==> config.mk <==
export PLATFORM = sky130hd
export DESIGN_NAME = pipe_stage_buf_flat
export DESIGN_NICKNAME = d
export VERILOG_FILES = /design/src/rtl/pipe_stage_buf_if.sv /design/src/rtl/pipe_stage_buf.sv /design/src/flat_wrapper.sv
export SDC_FILE = /design/constraint.sdc
export NUM_CORES = 2
export LEC_CHECK = 0
export CAP_MARGIN = 40
export CORE_AREA = 10 10 272 274
export DETAILED_ROUTE_END_ITERATION = 6
export DIE_AREA = 0 0 282 284
export PLACE_DENSITY = 0.8
export SLEW_MARGIN = 20
export SYNTH_ARGS = -nofsm -noshare
export SYNTH_HDL_FRONTEND = slang
export SYNTH_SLANG_ARGS = --single-unit
export TNS_END_PERCENT = 10
==> constraint.sdc <==
create_clock -name Clk -period 53.4 [get_ports Clk]
set_input_delay 10.68 -clock Clk [delete_from_list [all_inputs] [get_ports Clk]]
set_output_delay 10.68 -clock Clk [all_outputs]
set_load 0.1 [all_outputs]
==> src/rtl/pipe_stage_buf_if.sv <==
// Valid/ready handshake bundle between adjacent pipeline stages, plus flush and
// monitoring outputs of one pipe_stage_buf instance.
interface pipe_stage_buf_if #(
   parameter int DATA_WIDTH = 325,
   parameter int CTRL_WIDTH = 25,
   parameter int CNT_WIDTH  = 16
);
   logic                  in_valid;
   logic [DATA_WIDTH-1:0] in_data;
   logic [CTRL_WIDTH-1:0] in_ctrl;
   logic                  out_ready;
   logic                  out_valid;
   logic [DATA_WIDTH-1:0] out_data;
   logic [CTRL_WIDTH-1:0] out_ctrl;
   logic                  in_ready;
   logic                  in_flush;
   logic [1:0]            out_occupancy;
   logic [CNT_WIDTH-1:0]  out_stall_count;

   modport slave (
      input  in_valid, in_data, in_ctrl, in_ready, in_flush,
      output out_ready, out_valid, out_data, out_ctrl, out_occupancy, out_stall_count
   );

   modport master (
      output in_valid, in_data, in_ctrl, in_ready, in_flush,
      input  out_ready, out_valid, out_data, out_ctrl, out_occupancy, out_stall_count
   );
endinterface

==> src/rtl/pipe_stage_buf.sv <==
// Elastic pipeline-stage buffer: main slot plus skid slot, synchronous flush,
// bubble control on empty, saturating back-pressure counter.
//
// state    | meaning
// ST_EMPTY | no entry held, out_valid=0, out_ctrl=CTRL_BUBBLE
// ST_BUSY  | main slot holds the head entry
// ST_FULL  | main holds head, skid holds the younger entry, out_ready=0
module pipe_stage_buf #(
   parameter int                  DATA_WIDTH  = 325,
   parameter int                  CTRL_WIDTH  = 25,
   parameter logic [CTRL_WIDTH-1:0] CTRL_BUBBLE = {CTRL_WIDTH{1'b0}},
   parameter int                  CNT_WIDTH   = 16
) (
   input logic Clk,
   input logic Rst,
   pipe_stage_buf_if.slave bus
);
   localparam logic [1:0] ST_EMPTY = 2'd0;
   localparam logic [1:0] ST_BUSY  = 2'd1;
   localparam logic [1:0] ST_FULL  = 2'd2;

   logic [1:0]            state;
   logic [1:0]            state_nxt;
   logic [DATA_WIDTH-1:0] main_data, skid_data;
   logic [CTRL_WIDTH-1:0] main_ctrl, skid_ctrl;
   logic [CNT_WIDTH-1:0]  stall_cnt;
   logic                  accept, drain;
   logic                  load_main_in, load_main_skid, load_skid;

   assign accept = bus.in_valid & bus.out_ready;
   assign drain  = bus.out_valid & bus.in_ready;

   always_comb begin
      state_nxt      = state;
      load_main_in   = 1'b0;
      load_main_skid = 1'b0;
      load_skid      = 1'b0;
      case (state)
         ST_EMPTY: begin
            if (accept) begin
               load_main_in = 1'b1;
               state_nxt    = ST_BUSY;
            end
         end
         ST_BUSY: begin
            if (accept && drain) begin
               load_main_in = 1'b1;
            end else if (accept) begin
               load_skid = 1'b1;
               state_nxt = ST_FULL;
            end else if (drain) begin
               state_nxt = ST_EMPTY;
            end
         end
         ST_FULL: begin
            if (drain) begin
               load_main_skid = 1'b1;
               state_nxt      = ST_BUSY;
            end
         end
         default: state_nxt = ST_EMPTY;
      endcase
      // flush overrides everything and leaves both slots untouched
      if (bus.in_flush) begin
         state_nxt      = ST_EMPTY;
         load_main_in   = 1'b0;
         load_main_skid = 1'b0;
         load_skid      = 1'b0;
      end
   end

   always_ff @(posedge Clk or posedge Rst) begin
      if (Rst) begin
         state <= ST_EMPTY;
      end else begin
         state <= state_nxt;
      end
   end

   always_ff @(posedge Clk or posedge Rst) begin
      if (Rst) begin
         main_data <= '0;
         main_ctrl <= '0;
         skid_data <= '0;
         skid_ctrl <= '0;
      end else begin
         if (load_main_in) begin
            main_data <= bus.in_data;
            main_ctrl <= bus.in_ctrl;
         end else if (load_main_skid) begin
            main_data <= skid_data;
            main_ctrl <= skid_ctrl;
         end
         if (load_skid) begin
            skid_data <= bus.in_data;
            skid_ctrl <= bus.in_ctrl;
         end
      end
   end

   always_ff @(posedge Clk or posedge Rst) begin
      if (Rst) begin
         stall_cnt <= '0;
      end else if (bus.out_valid && !bus.in_ready && stall_cnt != {CNT_WIDTH{1'b1}}) begin
         stall_cnt <= stall_cnt + 1'b1;
      end
   end

   // state encoding doubles as the entry count
   assign bus.out_valid       = (state != ST_EMPTY);
   assign bus.out_ready       = (state != ST_FULL);
   assign bus.out_data        = main_data;
   assign bus.out_ctrl        = bus.out_valid ? main_ctrl : CTRL_BUBBLE;
   assign bus.out_occupancy   = state;
   assign bus.out_stall_count = stall_cnt;
endmodule

==> src/flat_wrapper.sv <==
// flat-port wrapper written by rule: the top's interface ports become plain ports
module pipe_stage_buf_flat 
#(
   parameter int                  DATA_WIDTH  = 325,
   parameter int                  CTRL_WIDTH  = 25,
   parameter logic [CTRL_WIDTH-1:0] CTRL_BUBBLE = {CTRL_WIDTH{1'b0}},
   parameter int                  CNT_WIDTH   = 16
)
  (Clk, Rst, bus_in_valid, bus_in_data, bus_in_ctrl, bus_in_ready, bus_in_flush, bus_out_ready, bus_out_valid, bus_out_data, bus_out_ctrl, bus_out_occupancy, bus_out_stall_count);
  pipe_stage_buf_if #(.DATA_WIDTH(DATA_WIDTH), .CTRL_WIDTH(CTRL_WIDTH), .CNT_WIDTH(CNT_WIDTH)) bus_i ();
  input logic Clk;
  input logic Rst;
  input wire logic [$bits(bus_i.in_valid)-1:0] bus_in_valid;
  input wire logic [$bits(bus_i.in_data)-1:0] bus_in_data;
  input wire logic [$bits(bus_i.in_ctrl)-1:0] bus_in_ctrl;
  input wire logic [$bits(bus_i.in_ready)-1:0] bus_in_ready;
  input wire logic [$bits(bus_i.in_flush)-1:0] bus_in_flush;
  output wire logic [$bits(bus_i.out_ready)-1:0] bus_out_ready;
  output wire logic [$bits(bus_i.out_valid)-1:0] bus_out_valid;
  output wire logic [$bits(bus_i.out_data)-1:0] bus_out_data;
  output wire logic [$bits(bus_i.out_ctrl)-1:0] bus_out_ctrl;
  output wire logic [$bits(bus_i.out_occupancy)-1:0] bus_out_occupancy;
  output wire logic [$bits(bus_i.out_stall_count)-1:0] bus_out_stall_count;
  assign bus_i.in_valid = bus_in_valid;
  assign bus_i.in_data = bus_in_data;
  assign bus_i.in_ctrl = bus_in_ctrl;
  assign bus_i.in_ready = bus_in_ready;
  assign bus_i.in_flush = bus_in_flush;
  assign bus_out_ready = bus_i.out_ready;
  assign bus_out_valid = bus_i.out_valid;
  assign bus_out_data = bus_i.out_data;
  assign bus_out_ctrl = bus_i.out_ctrl;
  assign bus_out_occupancy = bus_i.out_occupancy;
  assign bus_out_stall_count = bus_i.out_stall_count;
  pipe_stage_buf #(.DATA_WIDTH(DATA_WIDTH), .CTRL_WIDTH(CTRL_WIDTH), .CTRL_BUBBLE(CTRL_BUBBLE), .CNT_WIDTH(CNT_WIDTH)) u_core (.Clk(Clk), .Rst(Rst), .bus(bus_i));
endmodule
==> reports/qor_table.md <==
| Item | Value | Unit |
|:---|:---|:---|
| Max FO, Critical Path | 85 | - |
| Status | complete, no violations | - |
| Die height | 284 | µm |
| Portion of the post-synthesis area used by sequential elements | 59.43 | % |
| Antenna violations before repair | 47 | - |
| Global-route usage over all layers | 28.11 | % |
| Kind of end point of the critical path | flip-flop | - |
| #FFs+latches synth | 718 | - |
| Worst endpoint required time | 53.91 | ns |
| Unrepaired setup endpoints after global routing | no | - |
| Finished Layout Cells | 4411 | - |
| Max-cap violation count | 0 | - |
| Static leakage | 20.59 | nW |
| Worst clock skew | 0.03443 | ns |
| Final setup violation count | 0 | - |
| Most used flip-flop cell after synthesis | dfrtp_1 | - |
| TNS Setup | 0 | ns |
| TritonCTS clock tree | built | - |
| Post-CTS setup buffer count | 0 | - |
| Clock insertion delay at the later pin of the skew report | 0.61 | ns |
| Share of total power in the clock network | 24.4 | % |
| WP data arrival | 15.14 | ns |
| Commonest cells in the synthesized netlist | 718 x dfrtp_1, 355 x nand2_1, 351 x mux2i_1 | - |
| Via count of the first global-routing pass | 27591 | - |
| Clock sink total | 718 | - |
| Mean routed wirelength per cell | 27.12 | µm |
| Std-Cell Core Area | 68350 | µm² |
| Routed via count divided by cell count | 5.607 | - |
| Final routed wirelength across all metal layers | 119600 | µm |
| Count of different cell masters after synthesis | 41 | - |
| Utilization of the core after routing | 72.63 | % |
| Count of flip-flops with a built-in enable after synthesis | 0 | - |
| Post-CTS clock slew at the launch and capture registers of the worst setup and hold paths | 0.06 | ns |
| Worst slew slack as a fraction of its limit | 14.53 | % |
| Post-Synthesis Cells | 2371 | - |
| Multi-input gate area | 11210 | µm² |
| Internal power | 1.381 | mW |
| Number of port buffers | 724 | - |
| Cell area after synthesis | 30230 | µm² |
| Worst Setup Path Type | input port to flip-flop | - |
| Final max-slew violation count | 0 | - |
| Maximum achievable frequency | 68.36 | MHz |
| DIE WIDTH | 282 | µm |
| Slowest library cell on the worst path | buf_4 | - |
| Slew at the pin closest to its max-slew limit | 1.282 | ns |
| Die area | 80090 | µm² |
| Net count of the mapped netlist | 2727 | - |
| Post-synthesis cell type with the largest combined area | dfrtp_1 | - |
| Asr flop ratio synth | 100.0 | % |
| Crit path buffers/inverters | 8 | - |
| Standard-cell row count | 96 | - |
| Min cycle time layout | 14.63 | ns |
| Final RePlAce weighted congestion | 0.8186 | - |
| Cell Count Post-Placement | 4225 | - |
| Sequential group share of total power | 33.9 | % |
| Global-route wire length before repair | 173000 | µm |
| Type of the most critical hold path | flip-flop to flip-flop | - |
| Main area contributors after synthesis | dfrtp_1 59%, mux2i_1 12%, mux2_1 9.7% | - |
| Peak VDD IR | 0.03574 | mV |
| Number of top-level design ports | 725 | - |
| Max incr delay on CP | 0.73 | ns |
| Resized cells post-CTS | 0 | - |
| Hold Fails Final Rpt | 0 | - |
| Vias | 24732 | - |
| Buffer levels on the longest clock path | 3 | - |
| CP Cell Sequence | clkdlybuf4s50_1, nor2b_2, nor3_4, buf_8, buf_4, buf_16, buf_4, buf_4, buf_16, buf_4, nand2_1, o21ai_1 | - |
| Synthesis warning total | 0 | - |
| Share of the cycle needed by the critical path after routing | 27.39 | % |
| Area taken by flip-flops and latches | 17970 | µm² |
| Final setup margin | 38.77 | ns |
| Fillers | 3596 | - |
| Area share of the largest cell type after synthesis | 59.43 | % |
| Synth Area per Inst | 12.75 | µm² |
| Number of DRC markers after the initial detailed-route iteration | 2001 | - |
| Total design power | 2.254 | mW |
| Synth-to-layout area growth | 64.19 | % |
| Residual antenna-violating net count after detailed routing | 0 | - |
| Pin count of the biggest net entering global routing | 190 | - |
| Crit path top cell by count | buf_4 | - |
| DRC violations left | 0 | - |
| Switching fraction of total power | 38.72 | % |
| Setup WS pre-CTS | 37.76 | ns |
| Net switching power | 0.8726 | mW |
| CTS Root Buffer Type | clkbuf_16 | - |
| Startpoint type of the worst setup path | input port | - |
| Final HPWL from detailed placement | 80510 | µm |
| Combinational share of power | 41.6 | % |
| First-pass detailed-route iteration total | 6 | - |
| Power density over the cells | 45.40 | nW/µm² |
| Hold buffer count at cts | 0 | - |
| Total CTS buffers | 77 | - |
| CTS H-tree depth | 3 | - |
| Top cell family by delay on the critical path | buffers and inverters | - |
| Grt ovf | 0 | - |
| Initial core utilization | 44.23 | % |
| Count leader, synth | dfrtp_1 | - |
| Final nets | 3784 | - |
| Layout cells sized above 1 | 18.33 | % |
## cells in the final DEF (no fill, tap or decap), drive strengths merged
cell type,n
xor2,11
nand4,4
nor3,7
nor3b,4
clkdlybuf4s50,724
a21boi,1
o21bai,1
mux2i,351
or3,1
nor2b,27
clkinvlp,4
clkbuf,113
diode,43
o22a,2
dfrtp,718
ha,1
nand3,5
buf,410
nor4b,1
o21ai,350
a221o,1
nor4,5
a211oi,1
clkinv,15
nand2b,2
a21oi,1
inv,5
or4,1
nor2,8
mux2,352
bufinv,5
nand2,355
## sequential cells by signal (all words and copies together), names as in the netlist
signal                      count
u_core.bus.out_occupancy        2
u_core.bus.out_stall_count     16
u_core.bus.out_data           325
u_core.skid_data              325
u_core.main_ctrl               25
u_core.skid_ctrl               25
## layout make-up
cell class,instances,area share [%]
clock inverter,24,0.6277
inverter,5,0.05294
timing repair buffer,1134,33.52
tap,882,2.223
multi-input combinational,1492,22.59
sequential,718,36.20
clock buffer,113,4.578
antenna,43,0.2168
## worst paths after layout
kind / start / to / slack [ns] / depth (start not counted)
max: bus_in_ready / u_core.bus.out_data[97] / 38.77 / 12
min: u_core.skid_data[224] / u_core.skid_data[224] / 0.49 / 1
max reg2reg: u_core.bus.out_occupancy[0] / u_core.bus.out_data[97] / 48.86 / 11
min reg2reg: u_core.skid_data[224] / u_core.skid_data[224] / 0.49 / 1
max in group asynchronous: Rst / u_core.bus.out_data[219] / 39.39 / 10
min in group asynchronous: Rst / u_core.skid_data[90] / 10.50 / 2
## cell families after synthesis
| logic type | Yosys count | synth area share, % |
|---|---|---|
| adder cells (fa/ha/maj) | 1 | 0.04138 |
| buffers and inverters | 161 | 3.530 |
| AND/OR/NAND/NOR | 420 | 5.952 |
| XOR/XNOR | 11 | 0.3187 |
| multiplexers | 703 | 24.73 |
| AO/OA/AOI/OAI | 357 | 5.989 |
| flip-flops | 718 | 59.43 |
## power groups by stage
stage	clock, mW	combinational [mW]	sequential (mW)
5_1_grt	0.579	0.964	0.772
4_1_cts	0.554	0.937	0.757
3_5_place_dp	0	0.926	0.760
2_1_floorplan	0	0.146	1.06
6_report	0.551	0.938	0.765
3_3_place_gp	0	0.639	0.743
## per-stage QoR
stage	hold WS (ns)	cell area, µm²
6_report	0.4919	49640
5_1_grt	0.5031	49630
4_1_cts	0.4937	49380
3_5_place_dp	0.4808	46790
3_3_place_gp	0.4728	37780
2_1_floorplan	0.4640	30230
## layer usage
layer  wire [µm]  GRT usage, %
met5          83             0
met4        9400         20.80
met3        8076         6.683
met2       63560         50.49
met1       38490         27.67
Note: power is estimated with default switching activity, not from simulation.
